[config.mk]
export PLATFORM = sky130hd
export DESIGN_NAME = uart_rx_cfg
export DESIGN_NICKNAME = d
export VERILOG_FILES = /design/src/rtl/uart_pkg.sv /design/src/rtl/rx_sync.sv /design/src/rtl/uart_rx_cfg.sv
export SDC_FILE = /design/constraint.sdc
export NUM_CORES = 1
export LEC_CHECK = 0
export BUFFER_PORTS_ARGS = -buffer_cell sky130_fd_sc_hd__buf_2
export CAP_MARGIN = 20
export CORE_AREA = 2 2 59 61
export CTS_CLUSTER_SIZE = 28
export DETAILED_ROUTE_END_ITERATION = 16
export DIE_AREA = 0 0 61 63
export PLACE_DENSITY = 0.81
export REMOVE_ABC_BUFFERS = 1
export SETUP_SLACK_MARGIN = 0.1
export SYNTH_ARGS = -nofsm -noshare
export SYNTH_HDL_FRONTEND = slang
export SYNTH_SLANG_ARGS = --single-unit
[constraint.sdc]
create_clock -name clk -period 3.4 [get_ports clk]
set_input_delay 0.34 -clock clk [delete_from_list [all_inputs] [get_ports clk]]
set_output_delay 0.34 -clock clk [all_outputs]
set_load 0.02 [all_outputs]
[src/rtl/uart_pkg.sv]
// Shared UART definitions: FSM state encoding, parity modes, default word size.
package uart_pkg;

  typedef enum logic [2:0] {
    ST_IDLE      = 3'd0,
    ST_START     = 3'd1,
    ST_DATA      = 3'd2,
    ST_PARITY    = 3'd3,
    ST_STOP      = 3'd4,
    ST_WAIT_HIGH = 3'd5
  } uart_state_t;

  localparam int PAR_NONE  = 0;
  localparam int PAR_EVEN  = 1;
  localparam int PAR_ODD   = 2;
  localparam int DEF_NBITS = 8;

  // x is (XOR of data bits) ^ (received parity bit); maps it to an error flag.
  function automatic logic parity_error(input int mode, input logic x);
    case (mode)
      PAR_EVEN: return x;
      PAR_ODD:  return ~x;
      default:  return 1'b0;
    endcase
  endfunction

endpackage

[src/rtl/rx_sync.sv]
// Two-flop synchronizer for the asynchronous serial line; resets to the idle level.
module rx_sync (
  input  logic clk,
  input  logic rst,
  input  logic din,
  output logic dout
);

  logic meta;

  // Double-register the line; both flops come out of reset high (line idle).
  always_ff @(posedge clk or negedge rst) begin
    if (!rst) begin
      meta <= 1'b1;
      dout <= 1'b1;
    end else begin
      meta <= din;
      dout <= meta;
    end
  end

endmodule

[src/rtl/uart_rx_cfg.sv]
// Configurable oversampling UART receiver with parity, stop-bit and break detection.
module uart_rx_cfg
  import uart_pkg::*;
#(
  parameter int NBITS       = DEF_NBITS,
  parameter int OVERSAMPLE  = 16,
  parameter int PARITY_MODE = PAR_NONE,
  parameter int STOP_BITS   = 1
) (
  input  logic             clk,
  input  logic             rst,
  input  logic             i_baud_rate,
  input  logic             i_rx,
  output logic             o_rx_done,
  output logic [NBITS-1:0] o_data,
  output logic             o_parity_err,
  output logic             o_frame_err,
  output logic             o_break
);

  localparam int TW = $clog2(OVERSAMPLE);
  localparam int BW = $clog2(NBITS + 1);
  localparam logic [TW-1:0] T_HALF = TW'(OVERSAMPLE / 2 - 1);
  localparam logic [TW-1:0] T_FULL = TW'(OVERSAMPLE - 1);
  localparam logic [BW-1:0] B_LAST = BW'(NBITS - 1);
  localparam logic [BW-1:0] S_LAST = BW'(STOP_BITS - 1);

  uart_state_t      state, state_nxt;
  logic             rx_s;
  logic [TW-1:0]    tick_cnt;
  logic [BW-1:0]    bit_cnt;     // data bit index, reused as stop bit index
  logic [NBITS-1:0] shreg;
  logic             par_bit;
  logic             frame_acc;   // some earlier stop sample was low
  logic             any_high;    // some data/parity/stop sample was high

  logic mid_hit, bit_hit, last_data, last_stop, frame_bad;

  rx_sync u_sync (
    .clk  (clk),
    .rst  (rst),
    .din  (i_rx),
    .dout (rx_s)
  );

  // State register.
  always_ff @(posedge clk or negedge rst) begin
    if (!rst) state <= ST_IDLE;
    else      state <= state_nxt;
  end

  // Sample strobes derived from state and counters.
  always_comb begin
    mid_hit   = 1'b0;
    bit_hit   = 1'b0;
    last_data = 1'b0;
    last_stop = 1'b0;
    frame_bad = frame_acc | ~rx_s;
    if (state == ST_START)
      mid_hit = i_baud_rate && (tick_cnt == T_HALF);
    if (state == ST_DATA || state == ST_PARITY || state == ST_STOP)
      bit_hit = i_baud_rate && (tick_cnt == T_FULL);
    last_data = bit_hit && (state == ST_DATA) && (bit_cnt == B_LAST);
    last_stop = bit_hit && (state == ST_STOP) && (bit_cnt == S_LAST);
  end

  // Next-state logic.
  always_comb begin
    state_nxt = state;
    case (state)
      ST_IDLE:      if (!rx_s) state_nxt = ST_START;
      ST_START:     if (mid_hit) state_nxt = rx_s ? ST_IDLE : ST_DATA;
      ST_DATA:      if (last_data) state_nxt = (PARITY_MODE != PAR_NONE) ? ST_PARITY : ST_STOP;
      ST_PARITY:    if (bit_hit) state_nxt = ST_STOP;
      ST_STOP:      if (last_stop) state_nxt = frame_bad ? ST_WAIT_HIGH : ST_IDLE;
      ST_WAIT_HIGH: if (rx_s) state_nxt = ST_IDLE;
      default:      state_nxt = ST_IDLE;
    endcase
  end

  // Counters, shift register, per-frame accumulators and registered outputs.
  always_ff @(posedge clk or negedge rst) begin
    if (!rst) begin
      tick_cnt     <= '0;
      bit_cnt      <= '0;
      shreg        <= '0;
      par_bit      <= 1'b0;
      frame_acc    <= 1'b0;
      any_high     <= 1'b0;
      o_rx_done    <= 1'b0;
      o_data       <= '0;
      o_parity_err <= 1'b0;
      o_frame_err  <= 1'b0;
      o_break      <= 1'b0;
    end else begin
      o_rx_done <= 1'b0;
      case (state)
        ST_IDLE: begin
          tick_cnt  <= '0;
          bit_cnt   <= '0;
          frame_acc <= 1'b0;
          any_high  <= 1'b0;
        end
        ST_START: begin
          if (i_baud_rate) tick_cnt <= mid_hit ? '0 : tick_cnt + TW'(1);
        end
        ST_DATA, ST_PARITY, ST_STOP: begin
          if (i_baud_rate) tick_cnt <= bit_hit ? '0 : tick_cnt + TW'(1);
          if (bit_hit) begin
            any_high <= any_high | rx_s;
            if (state == ST_DATA) begin
              shreg   <= {rx_s, shreg[NBITS-1:1]};
              bit_cnt <= last_data ? '0 : bit_cnt + BW'(1);
            end else if (state == ST_PARITY) begin
              par_bit <= rx_s;
            end else begin
              frame_acc <= frame_acc | ~rx_s;
              bit_cnt   <= bit_cnt + BW'(1);
            end
          end
          // Publish the whole frame result together on the last stop sample.
          if (last_stop) begin
            o_rx_done    <= 1'b1;
            o_data       <= shreg;
            o_parity_err <= parity_error(PARITY_MODE, (^shreg) ^ par_bit);
            o_frame_err  <= frame_bad;
            o_break      <= ~(any_high | rx_s);
          end
        end
        default: ;
      endcase
    end
  end

endmodule

==> flow_metrics.env <==
export IMPL_tightest_slew_ns=0.710
export IMPL_async_flop_share_pct=100
export IMPL_syn_to_final_growth_pct=10.2
export IMPL_slew_headroom_pct=52.6
export IMPL_chipHeight_um=63
export IMPL_setup_violations=0
export IMPL_cpMaxStageDelayCell="dfrtp_1"
export IMPL_hpwl_um=2290
export IMPL_worstSkewPairLatency_ns=0.35
export IMPL_endpoint_kind="flop"
export IMPL_core_area_um2=3230
export IMPL_leakagePower_nw=0.916
export IMPL_intPower_w=0.000823
export IMPL_die_w_um=61
export IMPL_seq_area_frac_synth_pct=50.2
export IMPL_gp_congestion=0.872
export IMPL_num_vias=1272
export IMPL_hold_class="input pin to async pin"
export IMPL_crit_path_max_fanout=25
export IMPL_r2r_slack_ns=1.24
export IMPL_hold_viol_final=0
export IMPL_initialDrtViolationCount=32
export IMPL_pwr_share_clk_pct=30.5
export IMPL_drc_errors=0
export IMPL_cts_max_level=2
export IMPL_p_seq_share_pct=42.0
export IMPL_cap_violations=0
export IMPL_cts_buffer_depth=2
export IMPL_postCtsSetupBuffers=0
export IMPL_yosys_area_top_type_share_pct=47.1
export IMPL_grt_pass1_vias=1256
export IMPL_switching_share_pct=32.7
export IMPL_cts_buffers=5
export IMPL_start_util_pct=52.6
export IMPL_r2r_end="o_data[4]$_DFFE_PN0P_"
export IMPL_mostFrequentLayoutCells="35 x nand2_1, 32 x dfrtp_1, 14 x buf_2"
export IMPL_clk_pin_slew_worst_paths_ns=0.11
export IMPL_layout_min_cycle_time_ns=2.16
export IMPL_num_antenna_cells=0
export IMPL_ios=16
export IMPL_p_sw_w=0.000399
export IMPL_synth_main_ff_cell="dfrtp_1"
export IMPL_crit_chain="and4bb_2 > nand3_1 > clkinv_1 > nand2_1 > nand2_1"
export IMPL_first_pass_iters=4
export IMPL_grt_pass1_wl_um=5560
export IMPL_layout_commonest_cell="nand2_1"
export IMPL_synthDistinctLibCells=49
export IMPL_crit_arrival_ns=2.40
export IMPL_synthTopCellsByArea="dfrtp_1 47%, nand2_1 7.7%, mux2_2 5.3%, dfstp_2 3.1%, a31oi_1 2.2%"
export IMPL_synth_edff_count=0
export IMPL_via_per_inst=5.58
export IMPL_ys_seq_elements=34
export IMPL_cp_slowest_stage_delay_ns=0.64
export IMPL_ir_drop_mv=0.348
export IMPL_status="finished clean"
export IMPL_die_area_um2=3840
export IMPL_start_kind="flop"
export IMPL_holdBufCountCts=0
export IMPL_yosysWarnings=0
export IMPL_ant_nets=0
export IMPL_nNetsFinal=188
export IMPL_powerDensity_nw_per_um2=653
export IMPL_skew_ns=0.00454
export IMPL_fin_util_pct=58.0
export IMPL_cts_root_buf="clkbuf_4"
export IMPL_antenna_found_initial=0
export IMPL_place_port_buffers=14
export IMPL_cts_sinks=34
export IMPL_routedWlPerCell_um=13.7
export IMPL_grt_overflow=0
export IMPL_crit_type="flop to flop"
export IMPL_routed_wirelength_um=3120
export IMPL_combPwrFrac_pct=27.5
export IMPL_grtUsageTotal_pct=19.2
export IMPL_num_rows=21
export IMPL_fmax_ghz=0.464
export IMPL_path_common_cell="nand2_1"
export IMPL_layout_drive_gt1_share_pct=21.4
export IMPL_rsz0062_at_grt="no"
export IMPL_tns_ns=0
export IMPL_synth_area_leader_cell="dfrtp_1"
export IMPL_syn_area_um2=1700
export IMPL_final_max_slew_viol_count=0
export IMPL_synthCells=170
export IMPL_cts_resized=0
export IMPL_reg2reg_from="state[2]$_DFFE_PN0P_"
export IMPL_grt_max_degree=35
export IMPL_tritoncts="yes"
export IMPL_avgSynthCellArea_um2=9.99
export IMPL_fin_crit_sh_pct=63.4
export IMPL_cp_data_required_time_ns=3.64
export IMPL_reg2regPathDepth=5
## Yosys cell counts (4+ instances only)
| cell | instances |
|---|---|
| a21oi_1 | 7 |
| a31oi_1 | 6 |
| dfrtp_1 | 32 |
| inv_1 | 5 |
| mux2_2 | 8 |
| nand2_1 | 35 |
| nand2b_1 | 4 |
| nand3_1 | 5 |
| nor2_1 | 8 |
| o21ai_0 | 5 |
| o22ai_1 | 4 |
## power groups by stage
| stage | Clock (W) | Sequential (W) | Combinational [W] |
|---|---|---|---|
| 6_report | 0.000373 | 0.000513 | 0.000336 |
| 5_1_grt | 0.000401 | 0.000524 | 0.000378 |
| 3_3_place_gp | 0 | 0.000515 | 0.000322 |
| 4_1_cts | 0.000380 | 0.000510 | 0.000338 |
| 3_5_place_dp | 0 | 0.000518 | 0.000337 |
| 2_1_floorplan | 0 | 0.000498 | 0.000283 |
## metal layers
layer	wire (µm)	up-vias	GRT usage (%)
li1	-	620	-
met1	1390	621	24.9
met2	1560	26	30.1
met3	131	5	6.83
met4	38	0	5.43
met5	0	-	0
## sequential cells by signal, indices dropped and copies added, names as in the netlist
name         count
state            3
o_frame_err      1
u_sync.dout      1
any_high         1
o_break          1
frame_acc        1
shreg            8
bit_cnt          4
u_sync.meta      1
o_rx_done        1
tick_cnt         4
o_data           8
## cell type report
| cell class | count | area [µm²] |
|---|---|---|
| Tap cell | 46 | 57.6 |
| Timing Repair Buffer | 14 | 70.1 |
| Inverter | 6 | 22.5 |
| Sequential cell | 34 | 853 |
| Multi-Input combinational cell | 120 | 763 |
| Clock inverter | 3 | 68.8 |
| Fill cell | 296 | 1360 |
| Clock buffer | 5 | 37.5 |
## per-stage QoR
step	setup slack [ns]	power [W]	hold slack, ns	instance area, µm²	std cells
after floorplan	1.56	0.000781	0.0444	1640	160
after global placement	1.39	0.000837	0.347	1770	220
after detailed placement	1.33	0.000855	0.349	1770	220
after CTS	1.29	0.00123	0.0512	1870	228
after global routing	1.11	0.00130	0.0411	1870	228
final	1.24	0.00122	0.0315	1870	228
## critical path: cells and delay by family (launching register included)
| family | cells | cell delay, ns |
|---|---|---|
| and+or+nand+nor | 4 | 1.04 |
| DFF | 1 | 0.64 |
| buffers and inverters | 1 | 0.36 |
## worst max-delay path by stage
| stage | slack, ns | cells after the start | endpoint | from |
|---|---|---|---|---|
| 2_1_floorplan | 1.56 | 5 | state[1]$_DFFE_PN0P_ | state[2]$_DFFE_PN0P_ |
| 5_1_grt | 1.11 | 5 | o_data[4]$_DFFE_PN0P_ | state[2]$_DFFE_PN0P_ |
| 3_3_place_gp | 1.39 | 5 | o_data[0]$_DFFE_PN0P_ | state[2]$_DFFE_PN0P_ |
| 6_report | 1.24 | 5 | o_data[4]$_DFFE_PN0P_ | state[2]$_DFFE_PN0P_ |
| 4_1_cts | 1.29 | 5 | o_data[2]$_DFFE_PN0P_ | state[2]$_DFFE_PN0P_ |
| 3_5_place_dp | 1.33 | 5 | o_data[2]$_DFFE_PN0P_ | state[2]$_DFFE_PN0P_ |
## kinds of logic after synthesis
group | share of synthesized area [%]
buf+inv | 4.86
compound gates | 14.2
mux | 6.19
fa+ha+maj | 2.87
simple gates | 21.4
flops | 50.2
other cells | 0.221
Power figures use the tool's default switching activity.
